**src/rtl/ft64_mul_sequencer.sv**
```systemverilog
// Issue/retire sequencer in front of the FT64 iterative multiplier.
// It buffers multiply ops, launches them one at a time, and returns the selected product half with its tag.
module ft64_mul_sequencer #(
    parameter int WID    = 64,
    parameter int TAGW   = 5,
    parameter int QDEPTH = 2
) (
    input  logic              clk,
    input  logic              rst,
    input  logic              flush,
    input  logic              req_valid,
    output logic              req_ready,
    input  logic [2:0]        req_op,
    input  logic [TAGW-1:0]   req_tag,
    input  logic [WID-1:0]    req_a,
    input  logic [WID-1:0]    req_b,
    output logic              res_valid,
    input  logic              res_ready,
    output logic [TAGW-1:0]   res_tag,
    output logic [WID-1:0]    res_data,
    output logic              res_exc,
    output logic              mul_ld,
    output logic              mul_abort,
    output logic              mul_sgn,
    output logic              mul_sgnus,
    output logic [WID-1:0]    mul_a,
    output logic [WID-1:0]    mul_b,
    input  logic [2*WID-1:0]  mul_o,
    input  logic              mul_done,
    input  logic              mul_idle
);
    localparam int PW = (QDEPTH > 1) ? $clog2(QDEPTH) : 1;

    typedef enum logic [2:0] {
        S_IDLE,
        S_LAUNCH,
        S_WAIT_BUSY,
        S_WAIT_DONE,
        S_OUT,
        S_DRAIN
    } state_t;

    state_t state_q, state_d;

    logic [2:0]      op_mem_q  [QDEPTH];
    logic [2:0]      op_mem_d  [QDEPTH];
    logic [TAGW-1:0] tag_mem_q [QDEPTH];
    logic [TAGW-1:0] tag_mem_d [QDEPTH];
    logic [WID-1:0]  a_mem_q   [QDEPTH];
    logic [WID-1:0]  a_mem_d   [QDEPTH];
    logic [WID-1:0]  b_mem_q   [QDEPTH];
    logic [WID-1:0]  b_mem_d   [QDEPTH];

    logic [PW-1:0]   wr_ptr_q, wr_ptr_d;
    logic [PW-1:0]   rd_ptr_q, rd_ptr_d;
    logic [PW:0]     count_q, count_d;

    logic [WID-1:0]  a_q, a_d;
    logic [WID-1:0]  b_q, b_d;
    logic            sgn_q, sgn_d;
    logic            sgnus_q, sgnus_d;
    logic            hi_q, hi_d;
    logic [TAGW-1:0] tag_q, tag_d;

    logic [TAGW-1:0] res_tag_q, res_tag_d;
    logic [WID-1:0]  res_data_q, res_data_d;
    logic            res_exc_q, res_exc_d;

    logic            fifo_full;
    logic            fifo_empty;
    logic            push;
    logic            pop;
    logic            ld_c;
    logic            abort_c;

    logic [2:0]      head_op;
    logic [TAGW-1:0] head_tag;
    logic [WID-1:0]  head_a;
    logic [WID-1:0]  head_b;
    logic            head_illegal;
    logic            head_sgn;
    logic            head_sgnus;
    logic            head_hi;

    assign fifo_full  = (count_q == (PW+1)'(QDEPTH));
    assign fifo_empty = (count_q == '0);
    assign req_ready  = !fifo_full && !flush;
    assign push       = req_valid && req_ready;

    assign head_op      = op_mem_q[rd_ptr_q];
    assign head_tag     = tag_mem_q[rd_ptr_q];
    assign head_a       = a_mem_q[rd_ptr_q];
    assign head_b       = b_mem_q[rd_ptr_q];
    assign head_illegal = head_op[2] && head_op[1];
    assign head_sgn     = (head_op == 3'd0) || (head_op == 3'd3);
    assign head_sgnus   = (head_op == 3'd2) || (head_op == 3'd5);
    assign head_hi      = (head_op == 3'd3) || (head_op == 3'd4) || (head_op == 3'd5);

    // A flush empties the buffer on the same edge, so ops behind a killed op never launch.
    always_comb begin
        op_mem_d  = op_mem_q;
        tag_mem_d = tag_mem_q;
        a_mem_d   = a_mem_q;
        b_mem_d   = b_mem_q;
        wr_ptr_d  = wr_ptr_q;
        rd_ptr_d  = rd_ptr_q;
        count_d   = count_q;
        if (push) begin
            op_mem_d[wr_ptr_q]  = req_op;
            tag_mem_d[wr_ptr_q] = req_tag;
            a_mem_d[wr_ptr_q]   = req_a;
            b_mem_d[wr_ptr_q]   = req_b;
            wr_ptr_d            = wr_ptr_q + 1'b1;
        end
        if (pop) begin
            rd_ptr_d = rd_ptr_q + 1'b1;
        end
        if (flush) begin
            wr_ptr_d = '0;
            rd_ptr_d = '0;
            count_d  = '0;
        end else if (push && !pop) begin
            count_d = count_q + 1'b1;
        end else if (pop && !push) begin
            count_d = count_q - 1'b1;
        end
    end

    always_comb begin
        state_d    = state_q;
        a_d        = a_q;
        b_d        = b_q;
        sgn_d      = sgn_q;
        sgnus_d    = sgnus_q;
        hi_d       = hi_q;
        tag_d      = tag_q;
        res_tag_d  = res_tag_q;
        res_data_d = res_data_q;
        res_exc_d  = res_exc_q;
        pop        = 1'b0;
        ld_c       = 1'b0;
        abort_c    = 1'b0;
        unique case (state_q)
            S_IDLE: begin
                if (!fifo_empty && !flush) begin
                    pop = 1'b1;
                    if (head_illegal) begin
                        res_tag_d  = head_tag;
                        res_data_d = '0;
                        res_exc_d  = 1'b1;
                        state_d    = S_OUT;
                    end else begin
                        a_d     = head_a;
                        b_d     = head_b;
                        sgn_d   = head_sgn;
                        sgnus_d = head_sgnus;
                        hi_d    = head_hi;
                        tag_d   = head_tag;
                        state_d = S_LAUNCH;
                    end
                end
            end
            S_LAUNCH: begin
                if (flush) begin
                    abort_c = 1'b1;
                    state_d = S_DRAIN;
                end else begin
                    ld_c    = 1'b1;
                    state_d = S_WAIT_BUSY;
                end
            end
            // mul_done is also high while the multiplier sits idle, so first wait for it to go busy.
            S_WAIT_BUSY: begin
                if (flush) begin
                    abort_c = 1'b1;
                    state_d = S_DRAIN;
                end else if (!mul_idle) begin
                    state_d = S_WAIT_DONE;
                end
            end
            S_WAIT_DONE: begin
                if (flush) begin
                    abort_c = 1'b1;
                    state_d = S_DRAIN;
                end else if (mul_done && !mul_idle) begin
                    res_tag_d  = tag_q;
                    res_data_d = hi_q ? mul_o[2*WID-1:WID] : mul_o[WID-1:0];
                    res_exc_d  = 1'b0;
                    state_d    = S_OUT;
                end
            end
            S_OUT: begin
                if (flush || res_ready) begin
                    state_d = S_IDLE;
                end
            end
            S_DRAIN: begin
                if (mul_done && !mul_idle) begin
                    state_d = S_IDLE;
                end
            end
            default: begin
                state_d = S_IDLE;
            end
        endcase
    end

    always_ff @(posedge clk) begin
        if (rst) begin
            state_q    <= S_IDLE;
            wr_ptr_q   <= '0;
            rd_ptr_q   <= '0;
            count_q    <= '0;
            a_q        <= '0;
            b_q        <= '0;
            sgn_q      <= 1'b0;
            sgnus_q    <= 1'b0;
            hi_q       <= 1'b0;
            tag_q      <= '0;
            res_tag_q  <= '0;
            res_data_q <= '0;
            res_exc_q  <= 1'b0;
        end else begin
            state_q    <= state_d;
            wr_ptr_q   <= wr_ptr_d;
            rd_ptr_q   <= rd_ptr_d;
            count_q    <= count_d;
            a_q        <= a_d;
            b_q        <= b_d;
            sgn_q      <= sgn_d;
            sgnus_q    <= sgnus_d;
            hi_q       <= hi_d;
            tag_q      <= tag_d;
            res_tag_q  <= res_tag_d;
            res_data_q <= res_data_d;
            res_exc_q  <= res_exc_d;
        end
    end

    // Buffer storage carries no reset; only entries between the pointers are ever read.
    always_ff @(posedge clk) begin
        op_mem_q  <= op_mem_d;
        tag_mem_q <= tag_mem_d;
        a_mem_q   <= a_mem_d;
        b_mem_q   <= b_mem_d;
    end

    assign res_valid = (state_q == S_OUT);
    assign res_tag   = res_tag_q;
    assign res_data  = res_data_q;
    assign res_exc   = res_exc_q;
    assign mul_ld    = ld_c && !rst;
    assign mul_abort = abort_c && !rst;
    assign mul_sgn   = sgn_q;
    assign mul_sgnus = sgnus_q;
    assign mul_a     = a_q;
    assign mul_b     = b_q;

endmodule

```
**config.mk**
```make
export PLATFORM = sky130hd
export DESIGN_NAME = ft64_mul_sequencer
export DESIGN_NICKNAME = d
export VERILOG_FILES = /design/src/rtl/ft64_mul_sequencer.sv
export SDC_FILE = /design/constraint.sdc
export NUM_CORES = 1
export LEC_CHECK = 0
export CAP_MARGIN = 20
export CORE_UTILIZATION = 45
export DETAILED_ROUTE_END_ITERATION = 7
export PLACE_DENSITY = 0.82
export SETUP_SLACK_MARGIN = 0.5
export SYNTH_ARGS = -nofsm -noshare
export SYNTH_HDL_FRONTEND = slang
export SYNTH_SLANG_ARGS = --single-unit
```
**constraint.sdc**
```tcl
create_clock -name clk -period 26.7 [get_ports clk]
set_input_delay 5.34 -clock clk [delete_from_list [all_inputs] [get_ports clk]]
set_output_delay 5.34 -clock clk [all_outputs]
set_load 0.01 [all_outputs]
```
==> results of run 1 <==
cell usage after synthesis (all sizes together) (3+ instances only):
cell	n
dfxtp	213
clkbuf	42
o2bb2ai	64
nor2b	3
nor3	5
nor2	8
o21ai	10
and2	3
inv	10
edfxtp	272
a211oi	134
buf	59
or3	4
a21oi	148
nand3	7
xnor2	3
mux2i	206
through the flow:
step | cell area, sq um | total power (W)
floorplan | 18300 | 0.000911
global placement | 23100 | 0.000986
detailed placement | 23100 | 0.000992
CTS | 24700 | 0.00167
global route | 24700 | 0.00171
finish | 24800 | 0.00166
report_power, final:
| part | internal, W | switching [W] | total [W] | leakage [nW] |
|---|---|---|---|---|
| registers | 0.000815 | 0.0000133 | 0.000828 | 4.22 |
| clock network | 0.000396 | 0.000287 | 0.000682 | 0.795 |
| logic | 0.0000771 | 0.0000713 | 0.000148 | 2.74 |
| total | 0.00129 | 0.000371 | 0.00166 | 7.76 |
sequential cells by signal, summed over array words and instances (netlist names), 2 cells and up:
name       count
b_mem_q      128
mul_a         64
tag_mem_q     10
count_q        2
a_mem_q      128
tag_q          5
res_data      64
res_tag        5
op_mem_q       6
mul_b         64
state_q        3
cells by family (layout without fill, tap and decap cells):
family | count (synthesis) | after routing
DFF | 485 | 485
adders and majority gates | 1 | 1
buffers and inverters | 111 | 589
xor gates and xnor gates | 5 | 5
other | 0 | 6
muxes | 207 | 207
and+or+nand+nor | 42 | 42
AOI/OAI and AO/OA | 368 | 368
worst max-delay path by stage:
stage	to	slack [ps]	cells past startpoint
floorplan	a_mem_q[100]$_DFFE_PP_	14150	3
CTS	mul_ld	13750	4
global route	mul_ld	13680	4
finish	mul_ld	13770	4
detailed placement	mul_ld	13760	4
global placement	mul_ld	13700	4
area by class of cell:
cell class                 instances  area, sq um  share of cell area [%]
clock inverter                    25          224                   0.905
multi-input combinational        623         5160                    20.8
antenna                            6         15.0                  0.0606
tap                              525          657                    2.65
clock buffer                      68         1390                    5.62
inverter                          10         37.5                   0.152
sequential                       485        12400                    50.2
timing repair buffer             486         4840                    19.5
per-layer routing:
metal,vias to the layer above,share of wire (%),global-route usage (%)
li1,5631,-,-
met1,5934,37,25.8
met2,499,50,40.4
met3,89,10,8.66
met4,4,3.3,9.00
met5,-,0.060,0
==> metrics, run 1 <==
commonest cells after routing, fill and taps aside clkdlybuf4s50_1 (473), edfxtp_1 (272), dfxtp_1 (211); share of cells above drive strength 1 8.84%; setup ws final 13770 ps; most common cell after layout, fill and taps aside clkdlybuf4s50_1; Final Hold Fails 0; Initial DRC Count 702; Pre-Repair DR Iteration Count 5; Worst path max stage delay 720 ps; syn nets 1491; WP data required 21360 ps; die area 41500 sq um; max-slew violations 0; worst vdd ir 0.0580 mV; Mapped Avg Cell Area 15.0 sq um; gr usage total 23.3%; Yosys warnings 0; crit path time final 12930 ps; filler instances 2905; Die Wd 204 microns; largest cells by area after synthesis edfxtp_1 (45%), dfxtp_1 (23%), mux2i_1 (11%); Hold Path Stages 1; worst rel slew slack 27.7%; Area Overhead vs Synth 35.1%; average wire per standard cell 22.4 microns; Initial Util 45.9%; Num CTS Buffers 50; Adder-Cell Fraction of Synth Area 0.0683%; htree depth 2; unrepaired setup endpoints after global routing false; pwr/cell area 67.0 nW/um^2; worst-margin pin slew 1080 ps; # DRC 0; first-pass GRT wire length 73500 microns; hold_buf cts 0; CP most frequent cell clkdlybuf4s50_1; min-delay src res_data[15]$_SDFFE_PP0P_; dpl ws 13760 ps; clk_skew 28.1 ps; CP arrival 7590 ps; Routed Antenna Nets 0; Core ar. 39900 sq um; Static Leak 7.76 nW; Max-cap violations 0; Site Rows 73; Placed Instances 2129; Netlist cell types 50; largest family of logic cells by synthesized area compound AO/OA/AOI/OAI gates; area leader, netlist edfxtp_1; Worst R2R End mul_a[35]$_SDFFE_PP0P_; initial antenna violation count 4; clk buf depth 3; Startpoint Class primary input; status finished clean; kind of critical path primary input to output port; aggregate routed wire length 49900 microns; via count 12200; Post-Route Utilization 62.0%; setup bufs post-CTS 0; Min-Delay Endpoint res_data[15]$_SDFFE_PP0P_; Crit. End Element output port; Finished Layout Cells 2228; DR vias/cell 5.46; Post-synth EDFFs 272; # resized after CTS 0; final net count 1928; Peak Freq 0.0774 GHz; r2r worst-path depth 5; mux cell area share after synthesis 11.3%; vias in the first global route 12500; Setup TNS 0 ps; cell family with most CP delay buffers and inverters; root buffer cell clkbuf_16; gp weighted congestion 0.804; async set or reset register ratio after synthesis 0%; min-delay worst type flip-flop to flip-flop; final hold slack 463 ps; Synth Area in XOR/XNOR 0.239%; ordered cell list for the critical path clkdlybuf4s50_1, or2_1, nor4b_1, clkdlybuf4s50_1; largest net degree at the start of global routing 85; CTS tree done; Primary FF master, synth edfxtp_1; Worst Path Buf+Inv 2; fin crit share 48.4%; internal reg-to-reg setup slack 23230 ps; clk sinks 485; Critical path origin flush; I/O Buffers 474; Cells after Synth 1219; Post-Synth Simple-Gate Area 1.40%; worst-skew pair later-pin latency 590 ps; die height 204 microns; Mapped Area 18300 sq um; FF-to-FF Start rd_ptr_q$_SDFFE_PP0P_; GRT overflow 0; flops & latches, synth 485; post-DP HPWL 32200 microns; io pins 475; worst-path maximum fanout 10; Reg clk slew, reported paths 50 ps; Final setup violation count 0; Synth Area in Compound Gates 15.0%; Seq/Total Area, Yosys 67.8%; Crit-path slowest cell clkdlybuf4s50_1; top cell type's share of synthesized area 44.6%
(Power assumes the default switching activity.)
==> inputs of run 2 (changes only) <==
==> constraint.sdc (replaced) <==
create_clock -name clk -period 11.95 [get_ports clk]
set_input_delay 2.39 -clock clk [delete_from_list [all_inputs] [get_ports clk]]
set_output_delay 2.39 -clock clk [all_outputs]
set_load 0.01 [all_outputs]
==> run 2 against run 1 <==
Sequential cell count unchanged. Count of clock-buffer cells in the layout increased by 2. Combinational power increased by 120%. Critical path type unchanged.
==> metrics, run 2 (synthesized netlist as in run 1, its figures left out) <==
max-slew violations 0 (unchanged); worst rel slew slack 26.2% (-1.5 points); Top Registers a_mem_q x128, b_mem_q x128; status finished clean; Num CTS Buffers 48 (-4.0%); Static Leak 7.73 nW (-0.34%); die height 204 microns (unchanged); largest net degree at the start of global routing 80 (-5.9%); Final setup violation count 0 (unchanged); Crit. End Element output port; root buffer cell clkbuf_16; Hold Path Stages 1 (unchanged); Area Overhead vs Synth 34.8%; via count 12100 (-0.60%); worst-skew pair later-pin latency 580 ps (about the same); final net count 1926 (-0.10%); min-delay worst type flip-flop to flip-flop; Initial DRC Count 645 (-8.1%); worst vdd ir 0.134 mV (+130%); worst-margin pin slew 1110 ps (+23.2 ps); r2r worst-path depth 6 (+1); DR vias/cell 5.45 (-0.15%); unrepaired setup endpoints after global routing false; clk buf depth 3 (unchanged); Peak Freq 0.144 GHz; WP data required 9560 ps (-11800 ps); crit path time final 6920 ps; htree depth 2 (unchanged); aggregate routed wire length 49900 microns (about the same); CP arrival 4530 ps (-3060 ps); worst-path maximum fanout 10 (unchanged); post-DP HPWL 31900 microns (-0.90%); kind of critical path primary input to output port; Setup TNS 0 ps (unchanged); share of cells above drive strength 1 8.58% (-0.26 points); setup ws final 5030 ps (-8750 ps); die area 41500 sq um (unchanged); vias in the first global route 12400 (-0.62%); Routed Antenna Nets 0 (unchanged); average wire per standard cell 22.5 microns (+0.52%); Max-cap violations 0 (unchanged); Initial Util 45.9% (unchanged); dpl ws 5050 ps (-8710 ps); first-pass GRT wire length 73300 microns (-0.29%); Startpoint Class primary input; Reg clk slew, reported paths 60 ps (about the same); pwr/cell area 149 nW/um^2 (+120%); # DRC 0 (unchanged); clk_skew 19.8 ps (-8.23 ps); clk sinks 485 (unchanged); io pins 475 (unchanged); Die Wd 204 microns (unchanged); gp weighted congestion 0.799 (-0.65%); fin crit share 57.9%; most common cell after layout, fill and taps aside clkdlybuf4s50_1; Site Rows 73 (unchanged); initial antenna violation count 5 (+1); Final Hold Fails 0 (unchanged); Pre-Repair DR Iteration Count 5 (unchanged); Core ar. 39900 sq um (unchanged); GRT overflow 0 (unchanged); I/O Buffers 474 (unchanged); gr usage total 23.3% (-0.043 points); commonest cells after routing, fill and taps aside clkdlybuf4s50_1 (473), edfxtp_1 (272), dfxtp_1 (211); hold_buf cts 0 (unchanged); # resized after CTS 0 (unchanged); setup bufs post-CTS 0 (unchanged); CTS tree done
run 2: cell count changes in the layout (fill, tap and decap cells not counted):
cell and change:
clkbuf_8 +5, clkinv_2 -5, diode_2 -3, inv_6 -3, clkbuf_1 -2, bufinv_16 -1, clkbuf_16 -1
run 2: routing by layer:
layer / global-route usage (%) / part of all wire [%] / vias to the layer above
met5: 0 / 0.078 / -
met1: 27.2 / 38 / 5912
met3: 7.43 / 9.2 / 89
met2: 39.8 / 50 / 458
li1: - / - / 5619
met4: 8.54 / 3.1 / 6
run 2: worst max-delay path, cell delays in order:
cell             delay (ps)
clkdlybuf4s50_1         630
or2_1                   440
nor4b_1                 330
clkdlybuf4s50_1         740
run 2: final timing paths:
path / startpoint / to / slack (ps)
setup / recovery: flush / mul_ld / 5030
hold reg to reg: res_data[8]$_SDFFE_PP0P_ / res_data[8]$_SDFFE_PP0P_ / 470
hold / removal: res_data[8]$_SDFFE_PP0P_ / res_data[8]$_SDFFE_PP0P_ / 470
setup reg to reg: rd_ptr_q$_SDFFE_PP0P_ / mul_a[59]$_SDFFE_PP0P_ / 8100
run 2: where the power goes:
group / internal, W / switching [W]
Sequential: 0.00182 / 0.0000303
Combinational: 0.000172 / 0.000158
Clock: 0.000870 / 0.000620
Total: 0.00286 / 0.000808
run 2: area by class of cell:
class,instances,area (sq um)
timing repair buffer,486,4840
inverter,10,37.5
clock inverter,16,143
sequential,485,12400
fill,2900,15200
tap,525,657
multi-input combinational,623,5160
antenna,3,7.51
clock buffer,70,1430
run 2: through the flow:
| stage | area, sq um | total power [W] | hold slack [ps] | instances | utilization, % |
|---|---|---|---|---|---|
| CTS | 24700 | 0.00370 | 468 | 2215 | 61.9 |
| global placement | 23100 | 0.00220 | 446 | 2129 | 57.9 |
| floorplan | 18300 | 0.00203 | 491 | 1219 | - |
| detailed placement | 23100 | 0.00221 | 449 | 2129 | 57.9 |
| global route | 24700 | 0.00379 | 479 | 2216 | 61.9 |
| finish | 24700 | 0.00367 | 466 | 2218 | 61.9 |
